[config.mk]
export PLATFORM = sky130hd
export DESIGN_NAME = m_axil_fsb_adapter
export DESIGN_NICKNAME = d
export VERILOG_FILES = /design/src/rtl/fsb_axil_pkg.sv /design/src/rtl/axil_master_single_op.sv /design/src/rtl/m_axil_fsb_adapter.sv
export SDC_FILE = /design/constraint.sdc
export NUM_CORES = 1
export LEC_CHECK = 0
export ABC_AREA = 1
export CORE_ASPECT_RATIO = 1.1
export CORE_MARGIN = 1.5
export CORE_UTILIZATION = 35
export DETAILED_ROUTE_END_ITERATION = 7
export GPL_TIMING_DRIVEN = 0
export PLACE_DENSITY = 0.57
export SLEW_MARGIN = 0
export SYNTH_ARGS = -nofsm -noshare
export SYNTH_HDL_FRONTEND = slang
export SYNTH_SLANG_ARGS = --single-unit
[constraint.sdc]
create_clock -name clk_i -period 3.14 [get_ports clk_i]
set_clock_uncertainty 0.2 [all_clocks]
set_input_delay 0.471 -clock clk_i [delete_from_list [all_inputs] [get_ports clk_i]]
set_output_delay 0.471 -clock clk_i [all_outputs]
set_load 0.02 [all_outputs]
[src/rtl/fsb_axil_pkg.sv]
`default_nettype none
// ============================================================================
// Module      : fsb_axil_pkg
// Description : Register offsets, FSB packet width, adapter state encoding and
//               the packet-to-word mapping shared by both ends of the OCL link.
// Revision    : 1.0 - initial release
// ============================================================================
package fsb_axil_pkg;

    localparam int FSB_W = 80;

    localparam logic [31:0] c_tdfd_off  = 32'h0000_0010;
    localparam logic [31:0] c_tlr_off   = 32'h0000_0014;
    localparam logic [31:0] c_rdfo_off  = 32'h0000_001C;
    localparam logic [31:0] c_rdfd_off  = 32'h0000_0020;
    localparam logic [31:0] c_rlr_off   = 32'h0000_0024;
    localparam logic [31:0] c_pkt_bytes = 32'd16;

    typedef enum logic [2:0] {
        ST_IDLE   = 3'd0,
        ST_TX_WR  = 3'd1,
        ST_TX_LEN = 3'd2,
        ST_POLL   = 3'd3,
        ST_RLEN   = 3'd4,
        ST_RX_RD  = 3'd5,
        ST_RX_OUT = 3'd6,
        ST_DRAIN  = 3'd7
    } fsb_state_e;

    // Word k of a packet as it sits in the FIFO; word 3 is padding.
    function automatic logic [31:0] fsb_word(input logic [FSB_W-1:0] d, input logic [1:0] k);
        logic [31:0] w;
        w = 32'h0;
        case (k)
            2'd0:    w = d[31:0];
            2'd1:    w = d[63:32];
            2'd2:    w = {16'h0, d[79:64]};
            default: w = 32'h0;
        endcase
        return w;
    endfunction

endpackage
`default_nettype wire

[src/rtl/axil_master_single_op.sv]
`default_nettype none
// ============================================================================
// Module      : axil_master_single_op
// Description : AXI-lite master issuing one read or write at a time; a new op
//               may be started in the same cycle the previous one completes.
// Revision    : 1.0 - initial release
// ============================================================================
module axil_master_single_op (
    input  logic        clk_i,
    input  logic        resetn_i,
    input  logic        start,
    input  logic        we,
    input  logic [31:0] addr,
    input  logic [31:0] wdata,
    output logic        done,
    output logic [31:0] rdata,
    output logic [1:0]  resp,
    output logic [31:0] m_awaddr_o,
    output logic        m_awvalid_o,
    input  logic        m_awready_i,
    output logic [31:0] m_wdata_o,
    output logic [3:0]  m_wstrb_o,
    output logic        m_wvalid_o,
    input  logic        m_wready_i,
    input  logic [1:0]  m_bresp_i,
    input  logic        m_bvalid_i,
    output logic        m_bready_o,
    output logic [31:0] m_araddr_o,
    output logic        m_arvalid_o,
    input  logic        m_arready_i,
    input  logic [31:0] m_rdata_i,
    input  logic [1:0]  m_rresp_i,
    input  logic        m_rvalid_i,
    output logic        m_rready_o
);

    logic [31:0] r_addr;
    logic [31:0] r_wdata;
    logic        r_awvalid;
    logic        r_wvalid;
    logic        r_bready;
    logic        r_arvalid;
    logic        r_rready;
    logic        w_b_hs;
    logic        w_r_hs;

    assign w_b_hs = r_bready & m_bvalid_i;
    assign w_r_hs = r_rready & m_rvalid_i;
    assign done   = w_b_hs | w_r_hs;
    assign rdata  = m_rdata_i;
    assign resp   = w_b_hs ? m_bresp_i : m_rresp_i;

    // Later assignments win, so a start in the completion cycle re-arms cleanly.
    always_ff @(posedge clk_i or negedge resetn_i) begin
        if (!resetn_i) begin
            r_addr    <= 32'h0;
            r_wdata   <= 32'h0;
            r_awvalid <= 1'b0;
            r_wvalid  <= 1'b0;
            r_bready  <= 1'b0;
            r_arvalid <= 1'b0;
            r_rready  <= 1'b0;
        end else begin
            if (m_awready_i) r_awvalid <= 1'b0;
            if (m_wready_i)  r_wvalid  <= 1'b0;
            if (w_b_hs)      r_bready  <= 1'b0;
            if (r_arvalid && m_arready_i) begin
                r_arvalid <= 1'b0;
                r_rready  <= 1'b1;
            end
            if (w_r_hs)      r_rready  <= 1'b0;
            if (start) begin
                r_addr <= addr;
                if (we) begin
                    r_wdata   <= wdata;
                    r_awvalid <= 1'b1;
                    r_wvalid  <= 1'b1;
                    r_bready  <= 1'b1;
                end else begin
                    r_arvalid <= 1'b1;
                end
            end
        end
    end

    assign m_awaddr_o  = r_addr;
    assign m_araddr_o  = r_addr;
    assign m_awvalid_o = r_awvalid;
    assign m_wdata_o   = r_wdata;
    assign m_wstrb_o   = 4'hF;
    assign m_wvalid_o  = r_wvalid;
    assign m_bready_o  = r_bready;
    assign m_arvalid_o = r_arvalid;
    assign m_rready_o  = r_rready;

endmodule
`default_nettype wire

[src/rtl/m_axil_fsb_adapter.sv]
`default_nettype none
// ============================================================================
// Module      : m_axil_fsb_adapter
// Description : AXI-lite initiator for the FSB FIFO bridge: packs FSB packets
//               into TX FIFO writes and polls/unpacks RX FIFO reads.
// Revision    : 1.0 - initial release
// ============================================================================
module m_axil_fsb_adapter
    import fsb_axil_pkg::*;
#(
    parameter logic [31:0] BASE_ADDR = 32'h0000_0000,
    parameter int          POLL_GAP  = 16
) (
    input  logic             clk_i,
    input  logic             resetn_i,
    input  logic             tx_v_i,
    input  logic [FSB_W-1:0] tx_data_i,
    output logic             tx_ready_o,
    output logic             rx_v_o,
    output logic [FSB_W-1:0] rx_data_o,
    input  logic             rx_ready_i,
    output logic [31:0]      m_awaddr_o,
    output logic             m_awvalid_o,
    input  logic             m_awready_i,
    output logic [31:0]      m_wdata_o,
    output logic [3:0]       m_wstrb_o,
    output logic             m_wvalid_o,
    input  logic             m_wready_i,
    input  logic [1:0]       m_bresp_i,
    input  logic             m_bvalid_i,
    output logic             m_bready_o,
    output logic [31:0]      m_araddr_o,
    output logic             m_arvalid_o,
    input  logic             m_arready_i,
    input  logic [31:0]      m_rdata_i,
    input  logic [1:0]       m_rresp_i,
    input  logic             m_rvalid_i,
    output logic             m_rready_o,
    output logic             err_o
);

    localparam logic [15:0] c_poll_gap = 16'(POLL_GAP);

    fsb_state_e       r_state, w_state_nxt;
    logic [29:0]      r_cnt, w_cnt_nxt;
    logic [15:0]      r_timer;
    logic             r_live;
    logic             r_err;
    logic [FSB_W-1:0] r_tx_data;
    logic [FSB_W-1:0] r_rx_data;
    logic             w_expired;
    logic             w_start, w_we, w_done;
    logic [31:0]      w_addr, w_wdata, w_rdata;
    logic [1:0]       w_resp;

    assign w_expired  = (r_timer == c_poll_gap);
    // r_live keeps tx_ready_o low through reset and the first edge after it.
    assign tx_ready_o = r_live && (r_state == ST_IDLE) && !w_expired;
    assign rx_v_o     = (r_state == ST_RX_OUT);
    assign rx_data_o  = r_rx_data;
    assign err_o      = r_err;

    // Each op is launched on the transition that needs it, so start only
    // fires while the op engine is idle or completing.
    always_comb begin
        w_state_nxt = r_state;
        w_cnt_nxt   = r_cnt;
        w_start     = 1'b0;
        w_we        = 1'b0;
        w_addr      = 32'h0;
        w_wdata     = 32'h0;
        case (r_state)
            ST_IDLE: begin
                if (r_live && w_expired) begin
                    w_start = 1'b1;
                    w_addr  = BASE_ADDR + c_rdfo_off;
                    w_state_nxt = ST_POLL;
                end else if (tx_ready_o && tx_v_i) begin
                    w_start = 1'b1;
                    w_we    = 1'b1;
                    w_addr  = BASE_ADDR + c_tdfd_off;
                    w_wdata = fsb_word(tx_data_i, 2'd0);
                    w_cnt_nxt   = 30'd0;
                    w_state_nxt = ST_TX_WR;
                end
            end
            ST_TX_WR: begin
                if (w_done) begin
                    w_start = 1'b1;
                    w_we    = 1'b1;
                    if (r_cnt[1:0] == 2'd3) begin
                        w_addr  = BASE_ADDR + c_tlr_off;
                        w_wdata = c_pkt_bytes;
                        w_state_nxt = ST_TX_LEN;
                    end else begin
                        w_addr  = BASE_ADDR + c_tdfd_off;
                        w_wdata = fsb_word(r_tx_data, r_cnt[1:0] + 2'd1);
                        w_cnt_nxt = r_cnt + 30'd1;
                    end
                end
            end
            ST_TX_LEN: begin
                if (w_done) w_state_nxt = ST_IDLE;
            end
            ST_POLL: begin
                if (w_done) begin
                    if (w_rdata < 32'd4) begin
                        w_state_nxt = ST_IDLE;
                    end else begin
                        w_start = 1'b1;
                        w_addr  = BASE_ADDR + c_rlr_off;
                        w_state_nxt = ST_RLEN;
                    end
                end
            end
            ST_RLEN: begin
                if (w_done) begin
                    w_addr = BASE_ADDR + c_rdfd_off;
                    if (w_rdata == c_pkt_bytes) begin
                        w_start     = 1'b1;
                        w_cnt_nxt   = 30'd0;
                        w_state_nxt = ST_RX_RD;
                    end else if (w_rdata[31:2] == 30'd0) begin
                        w_state_nxt = ST_IDLE;
                    end else begin
                        w_start     = 1'b1;
                        w_cnt_nxt   = w_rdata[31:2] - 30'd1;
                        w_state_nxt = ST_DRAIN;
                    end
                end
            end
            ST_RX_RD: begin
                if (w_done) begin
                    if (r_cnt[1:0] == 2'd3) begin
                        w_state_nxt = ST_RX_OUT;
                    end else begin
                        w_start   = 1'b1;
                        w_addr    = BASE_ADDR + c_rdfd_off;
                        w_cnt_nxt = r_cnt + 30'd1;
                    end
                end
            end
            ST_RX_OUT: begin
                if (rx_ready_i) w_state_nxt = ST_IDLE;
            end
            ST_DRAIN: begin
                if (w_done) begin
                    if (r_cnt == 30'd0) begin
                        w_state_nxt = ST_IDLE;
                    end else begin
                        w_start   = 1'b1;
                        w_addr    = BASE_ADDR + c_rdfd_off;
                        w_cnt_nxt = r_cnt - 30'd1;
                    end
                end
            end
            default: w_state_nxt = ST_IDLE;
        endcase
    end

    always_ff @(posedge clk_i or negedge resetn_i) begin
        if (!resetn_i) begin
            r_state   <= ST_IDLE;
            r_cnt     <= 30'd0;
            r_timer   <= 16'd0;
            r_live    <= 1'b0;
            r_err     <= 1'b0;
            r_tx_data <= '0;
            r_rx_data <= '0;
        end else begin
            r_state <= w_state_nxt;
            r_cnt   <= w_cnt_nxt;
            r_live  <= 1'b1;
            if (r_live && r_state == ST_IDLE)
                r_timer <= w_expired ? 16'd0 : r_timer + 16'd1;
            if (tx_ready_o && tx_v_i)
                r_tx_data <= tx_data_i;
            if (w_done && w_resp != 2'b00)
                r_err <= 1'b1;
            if (r_state == ST_RLEN && w_done && w_rdata != c_pkt_bytes)
                r_err <= 1'b1;
            if (r_state == ST_RX_RD && w_done) begin
                case (r_cnt[1:0])
                    2'd0:    r_rx_data[31:0]  <= w_rdata;
                    2'd1:    r_rx_data[63:32] <= w_rdata;
                    2'd2:    r_rx_data[79:64] <= w_rdata[15:0];
                    default: ;
                endcase
            end
        end
    end

    axil_master_single_op u_op (
        .clk_i       (clk_i),
        .resetn_i    (resetn_i),
        .start       (w_start),
        .we          (w_we),
        .addr        (w_addr),
        .wdata       (w_wdata),
        .done        (w_done),
        .rdata       (w_rdata),
        .resp        (w_resp),
        .m_awaddr_o  (m_awaddr_o),
        .m_awvalid_o (m_awvalid_o),
        .m_awready_i (m_awready_i),
        .m_wdata_o   (m_wdata_o),
        .m_wstrb_o   (m_wstrb_o),
        .m_wvalid_o  (m_wvalid_o),
        .m_wready_i  (m_wready_i),
        .m_bresp_i   (m_bresp_i),
        .m_bvalid_i  (m_bvalid_i),
        .m_bready_o  (m_bready_o),
        .m_araddr_o  (m_araddr_o),
        .m_arvalid_o (m_arvalid_o),
        .m_arready_i (m_arready_i),
        .m_rdata_i   (m_rdata_i),
        .m_rresp_i   (m_rresp_i),
        .m_rvalid_i  (m_rvalid_i),
        .m_rready_o  (m_rready_o)
    );

endmodule
`default_nettype wire

* After elaboration in Yosys (flattened, before gate mapping)
Cells that the tools add are included.
** Word-level totals
- Logic and storage cells :: 160
- Output and inout port bits :: 188
- Bits of input ports :: 125
- Register bits after elaboration :: 280
** Cells by class
- Reduce and logical (&&, ||, !) cells :: 26
- Bitwise logic cells :: 3
- Multiplexer cells :: 77
- Equal/unequal tests :: 32
- Add/subtract/negate cells :: 5
- Order comparisons :: 1
** Operators with widths (count)
- $mux W30 :: 9
- $mux W32 :: 4
- $pmux W30 S4 :: 1
- $pmux W32 S3 :: 1
- $pmux W32 S2 :: 1
- $logic_not A30 Y1 :: 2
- $sub A30 B1 Y30 const B :: 2
- $mux W3 :: 16
- $mux W6 :: 7
- $pmux W6 S6 :: 1
- $eq A32 B5 Y1 const B :: 1
- $lt A32 B3 Y1 const B :: 1
- $ne A32 B5 Y1 const B :: 1
- $add A30 B1 Y30 const B :: 1
- $mux W1 :: 29
- $ne A2 B2 Y1 const B :: 12
- $pmux W3 S8 :: 1
- $add A16 B1 Y16 const B :: 1
- $eq A16 B5 Y1 const B :: 1
- $mux W16 :: 1
- $mux W5 :: 3
- $eq A3 B3 Y1 const B :: 4
- $reduce_and A11 Y1 :: 1
- $logic_and A1 B1 Y1 :: 9
- other kinds (21) :: 34

* Logic depth before layout (Yosys ltp)
- Word-level depth :: 9
- Mapped depth :: 18
- Mapped depth without buffers :: 17

* By module
From an unflattened synthesis, not the netlist that was laid out.
** Second synthesis, totals
- Cell total of the unflattened synthesis :: 1999
- Area total of the unflattened synthesis :: 14178.6 um2
** By module, submodules not included
- m_axil_fsb_adapter :: sequential area each 4479.3 um2, cells each 1627, area an instance 10951.8 um2, times used 1
- axil_master_single_op :: sequential area each 1726.7 um2, cells each 372, area an instance 3226.8 um2, times used 1

* Worst setup path after synthesis
OpenSTA, ideal clock, no wires.
- Path kind :: in2reg
- Start :: input m_rdata_i[3]
- End :: register r_cnt[2]
- Data arrival time :: 2.166 ns
- Path slack :: 0.653 ns
- Stages on the path :: 14
- Data required time :: 2.819 ns
- Path buffers :: 1
- Setup time :: 0.121 ns
- Cells stage by stage :: inv_1 -> ha_1 -> nand2_1 -> nor2_1 -> inv_1 -> nor2_1 -> nand3_1 -> nor3_2 -> nand3_1 -> nand3_2 -> inv_2 -> buf_4 -> nand2_1 -> o21ai_1
** Between the ends
- Longest elaborated chain between the ends :: 5
- Elaborated cells between the ends (all ways) :: 9
- Classes of those cells :: add/sub: 1; eq/ne: 2; mux: 4; reduce/logical: 2
** Ends and longest elaborated chain
- start, declared :: line m_axil_fsb_adapter.sv:35 : input logic [31:0] m_rdata_i,
- $sub A30 B1 Y30 :: line m_axil_fsb_adapter.sv:127 : w_cnt_nxt = w_rdata[31:2] - 30'd1;
- $mux W30 :: line m_axil_fsb_adapter.sv:123 : end else if (w_rdata[31:2] == 30'd0) begin
- $mux W30 :: line m_axil_fsb_adapter.sv:119 : if (w_rdata == c_pkt_bytes) begin
- $mux W30 :: line m_axil_fsb_adapter.sv:117 : if (w_done) begin
- $pmux W30 S4 :: line m_axil_fsb_adapter.sv:72 : case (r_state)
- end signal, assigned :: line m_axil_fsb_adapter.sv:172 : r_cnt <= w_cnt_nxt;
- end, declared :: line m_axil_fsb_adapter.sv:45 : logic [29:0] r_cnt, w_cnt_nxt;
Parallel ways exist; a longest one is shown, timed or not. The select of a mux whose other input is x is not followed.
A chain may end at the register's enable or synchronous reset.

* Worst setup path in the final report
- Start :: register r_state[0]
- End :: output rx_v_o
** Between the ends
- Longest elaborated chain between the ends :: 1
** Ends and longest elaborated chain
- start, declared :: line m_axil_fsb_adapter.sv:44 : fsb_state_e r_state, w_state_nxt;
- start signal, assigned :: line m_axil_fsb_adapter.sv:171 : r_state <= w_state_nxt;
- $eq A3 B3 Y1 :: line m_axil_fsb_adapter.sv:59 : assign rx_v_o = (r_state == ST_RX_OUT);
- end, declared :: line m_axil_fsb_adapter.sv:19 : output logic rx_v_o,
No other way between the ends.

==> flow_metrics.env <==
export IMPL_synth_flop_cell="dfrtp_1"
export IMPL_wl_per_cell_um=17.4
export IMPL_yosys_register_bits=220
export IMPL_period_share_pct=97.0
export IMPL_min_delay_path_class="in -> reg"
export IMPL_syn2layout_area_growth_pct=33.6
export IMPL_path_max_fanout=10
export IMPL_synthDistinctLibCells=47
export IMPL_path_buf_inv=2
export IMPL_tightest_slew_ps=815
export IMPL_syn_area_mm2=0.0128
export IMPL_yosys_top_cells_area="dfrtp_1 (43%), nand2_1 (18%), nand3_1 (5.2%), inv_1 (5.0%), nor2_1 (4.9%)"
export IMPL_drive_gt1_share_pct=7.12
export IMPL_fmax_mhz=328
export IMPL_nFillCells=3728
export IMPL_post_route_worst_setup_slack_ps=94.5
export IMPL_rsz0062_at_grt="yes"
export IMPL_nNetsFinal=2266
export IMPL_ant_nets=0
export IMPL_synth_simple_area_share_pct=31.2
export IMPL_critPathLaunchType="register"
export IMPL_viasPerCell=4.88
export IMPL_finalCriticalPeriod_ps=3050
export IMPL_drtIter0Drc=884
export IMPL_status="finished, final reports clean"
export IMPL_cts_tree="built"
export IMPL_finalSetupViolCount=0
export IMPL_die_height_um=203
export IMPL_clockBufferDepth=3
export IMPL_dp_hpwl_um=36000
export IMPL_numPlacedInstances=2589
export IMPL_power_switching_mw=6.17
export IMPL_drt_pre_antenna_iters=5
export IMPL_hold_viol=0
export IMPL_p_int_mw=8.14
export IMPL_swShare_pct=43.1
export IMPL_synth_top_area_share_pct=43.2
export IMPL_num_antenna_cells=0
export IMPL_ioPinCount=313
export IMPL_num_rows=73
export IMPL_clock_latency_ps=560
export IMPL_die_area_mm2=0.0376
export IMPL_gp_congestion=0.941
export IMPL_pwr_share_comb_pct=46.3
export IMPL_synth_compound_area_share_pct=11.4
export IMPL_slew_viol_final=0
export IMPL_synthMuxAreaShare_pct=0
export IMPL_antenna_found_initial=0
export IMPL_cts_root_buf="clkbuf_16"
export IMPL_seqPwrFrac_pct=33.0
export IMPL_ys_seq_area_share_pct=43.2
export IMPL_cts_made_buffers=25
export IMPL_seqCellArea_mm2=0.00551
export IMPL_synthXorXnorAreaFrac_pct=1.85
export IMPL_fin_tns_setup_ps=0
export IMPL_portBuffers=252
export IMPL_cts_sink_count=220
export IMPL_yosysWarnings=0
export IMPL_synth_top_area_cell="dfrtp_1"
export IMPL_stdcell_count=2637
export IMPL_grt_use_total_pct=24.4
export IMPL_grt_pass1_vias=12500
export IMPL_ctsHtreeMaxLevel=1
export IMPL_dpl_cell_area_mm2=0.0161
export IMPL_overflow=0
export IMPL_synth_top_family_by_area="simple AND/OR/NAND/NOR gates"
export IMPL_num_vias=12900
export IMPL_cp_top_family="buffers and inverters"
export IMPL_cpPeakStageDelay_ps=750
export IMPL_pre_cts_ws_ps=-597
export IMPL_criticalPathCategory="reg -> out"
export IMPL_p_leak_nw=8.30
export IMPL_syn_instance_count=1790
export IMPL_required_ps=2470
export IMPL_power_density_mw_per_mm2=840
export IMPL_maxCapViolCount=0
export IMPL_clk_transition_reported_paths_ps=70
export IMPL_crit_path_end_kind="output pin"
export IMPL_initial_utilization_pct=35.4
export IMPL_critical_path_cell_chain="buf_4 > nor3_1 > clkdlybuf4s50_1"
export IMPL_design_power_total_mw=14.3
export IMPL_route_detailed_drc=0
export IMPL_async_flop_share_pct=100
export IMPL_postLayoutCellArea_mm2=0.0170
export IMPL_die_w_um=185
export IMPL_pwr_share_clk_pct=20.7
export IMPL_wl_um=45800
export IMPL_avgSynthCellArea_um2=7.13
export IMPL_worst_path_max_delay_cell="clkdlybuf4s50_1"
export IMPL_synth_edff_count=0
export IMPL_multiInputGateArea_mm2=0.00604
export IMPL_grt_max_degree=116
export IMPL_coreArea_mm2=0.0360
export IMPL_slew_headroom_pct=45.7
export IMPL_cp_arrival_ps=2370
export IMPL_grt_pass1_wl_um=70700
export IMPL_synthAdderAreaFrac_pct=0.883
export IMPL_peakVddDrop_v=0.000481
==> layer usage <==
metal / track usage [%] / wire length, µm / up-vias
li1: - / - / 6320
met1: 30.6 / 18900 / 6026
met2: 41.2 / 21900 / 449
met3: 5.29 / 3400 / 81
met4: 8.45 / 1550 / 0
met5: 0 / 0 / -
==> worst reg2reg max path: stages (launching register included) <==
cell and delay [ps]:
dfrtp_1 360, clkbuf_1 220, nor2_1 580, and3_1 270
nand3_1 90, o21ai_0 400, nand4_1 330, nor3_1 250
a21boi_0 120
==> through the flow <==
stage / hold slack [ps] / utilization [%]
after floorplan: -24.6 / -
after global placement: 255 / 44.8
after detailed placement: 259 / 44.9
after CTS: 238 / 47.2
after global routing: 270 / 47.3
final: 255 / 47.3
==> layout by cell type (no fill, tap or decap), types with 15 or more instances in the layout <==
master,netlist,layout
a21oi_1,65,65
a22o_1,15,15
buf_4,69,71
clkbuf_1,45,52
clkbuf_16,0,25
clkdlybuf4s50_1,0,250
conb_1,2,61
dfrtp_1,220,219
inv_1,169,167
nand2_1,596,596
nand3_1,133,133
nand4_1,19,19
nor2_1,168,166
nor3_1,32,31
o21ai_0,113,113
xor2_1,26,26
==> logic make-up (layout without fill, tap and decap cells) <==
logic type / Yosys count / count (layout)
simple gates: 969 / 969
flops: 220 / 220
compound gates: 252 / 252
buf+inv: 311 / 612
xor+xnor: 27 / 27
other cells: 2 / 61
fa+ha+maj: 9 / 9
==> area by class of cell <==
type / instances / share of cell area, %
timing repair buffer: 256 / 15.2
sequential: 220 / 32.3
clock inverter: 7 / 0.499
clock buffer: 38 / 4.31
inverter: 183 / 4.03
multi-input combinational: 1318 / 35.4
tap: 487 / 3.58
buffer: 128 / 4.58
==> cell usage after synthesis (4+ instances only) <==
master / count
nand4_1: 19
o211ai_1: 12
nor4_1: 7
inv_1: 169
buf_2: 6
buf_4: 69
a41oi_1: 9
nand3_1: 133
clkbuf_1: 45
o21ai_1: 10
o21bai_1: 7
dfrtp_1: 220
nor2_1: 168
xor2_1: 26
inv_2: 12
a22o_1: 15
nand2_1: 596
ha_1: 9
a31oi_1: 6
o22ai_1: 4
nor3_1: 32
buf_1: 5
a21oi_1: 65
o21ai_0: 113
==> power by group through the flow <==
stage	Combinational (mW)	Clock, mW	Sequential (mW)
2_1_floorplan	3.36	0	5.15
3_3_place_gp	6.52	0	4.75
3_5_place_dp	6.59	0	4.75
4_1_cts	6.63	3.03	4.72
5_1_grt	7.31	3.14	4.85
6_report	6.63	2.96	4.72
==> flip-flops by register name, summed over array words and instances (netlist names) <==
| register | cells |
|---|---|
| u_op.m_awvalid_o | 1 |
| u_op.m_bready_o | 1 |
| rx_data_o | 80 |
| r_timer | 16 |
| r_cnt | 30 |
| err_o | 1 |
| u_op.m_araddr_o | 4 |
| u_op.m_rready_o | 1 |
| u_op.m_arvalid_o | 1 |
| r_tx_data | 48 |
| r_live | 1 |
| u_op.m_wdata_o | 32 |
| r_state | 3 |
| u_op.m_wvalid_o | 1 |
==> worst paths after layout <==
kind / slack, ps / cells after the start / endpoint / from
min in group asynchronous: 400 / 2 / rx_data_o[42]$_DFFE_PN0P_ / resetn_i
setup reg to reg: 180 / 8 / r_state[1]$_DFFE_PN0P_ / r_cnt[1]$_DFFE_PN0P_
max in group asynchronous: 1190 / 3 / r_timer[11]$_DFFE_PN0P_ / resetn_i
hold reg to reg: 270 / 2 / r_tx_data[65]$_DFFE_PN0N_ / r_tx_data[65]$_DFFE_PN0N_
hold / removal: 260 / 3 / r_tx_data[46]$_DFFE_PN0N_ / tx_data_i[46]
setup / recovery: 90 / 3 / rx_v_o / r_state[0]$_DFFE_PN0P_
==> repair_timing <==
action,CTS,global route
buffers inserted,1,1
gates resized for setup,3,13
endpoints found under the hold margin,105,0
hold buffers,1,0
endpoints found under the setup margin,6,32
pin swaps,1,1
No activity file was read; power rests on OpenSTA's default activity.
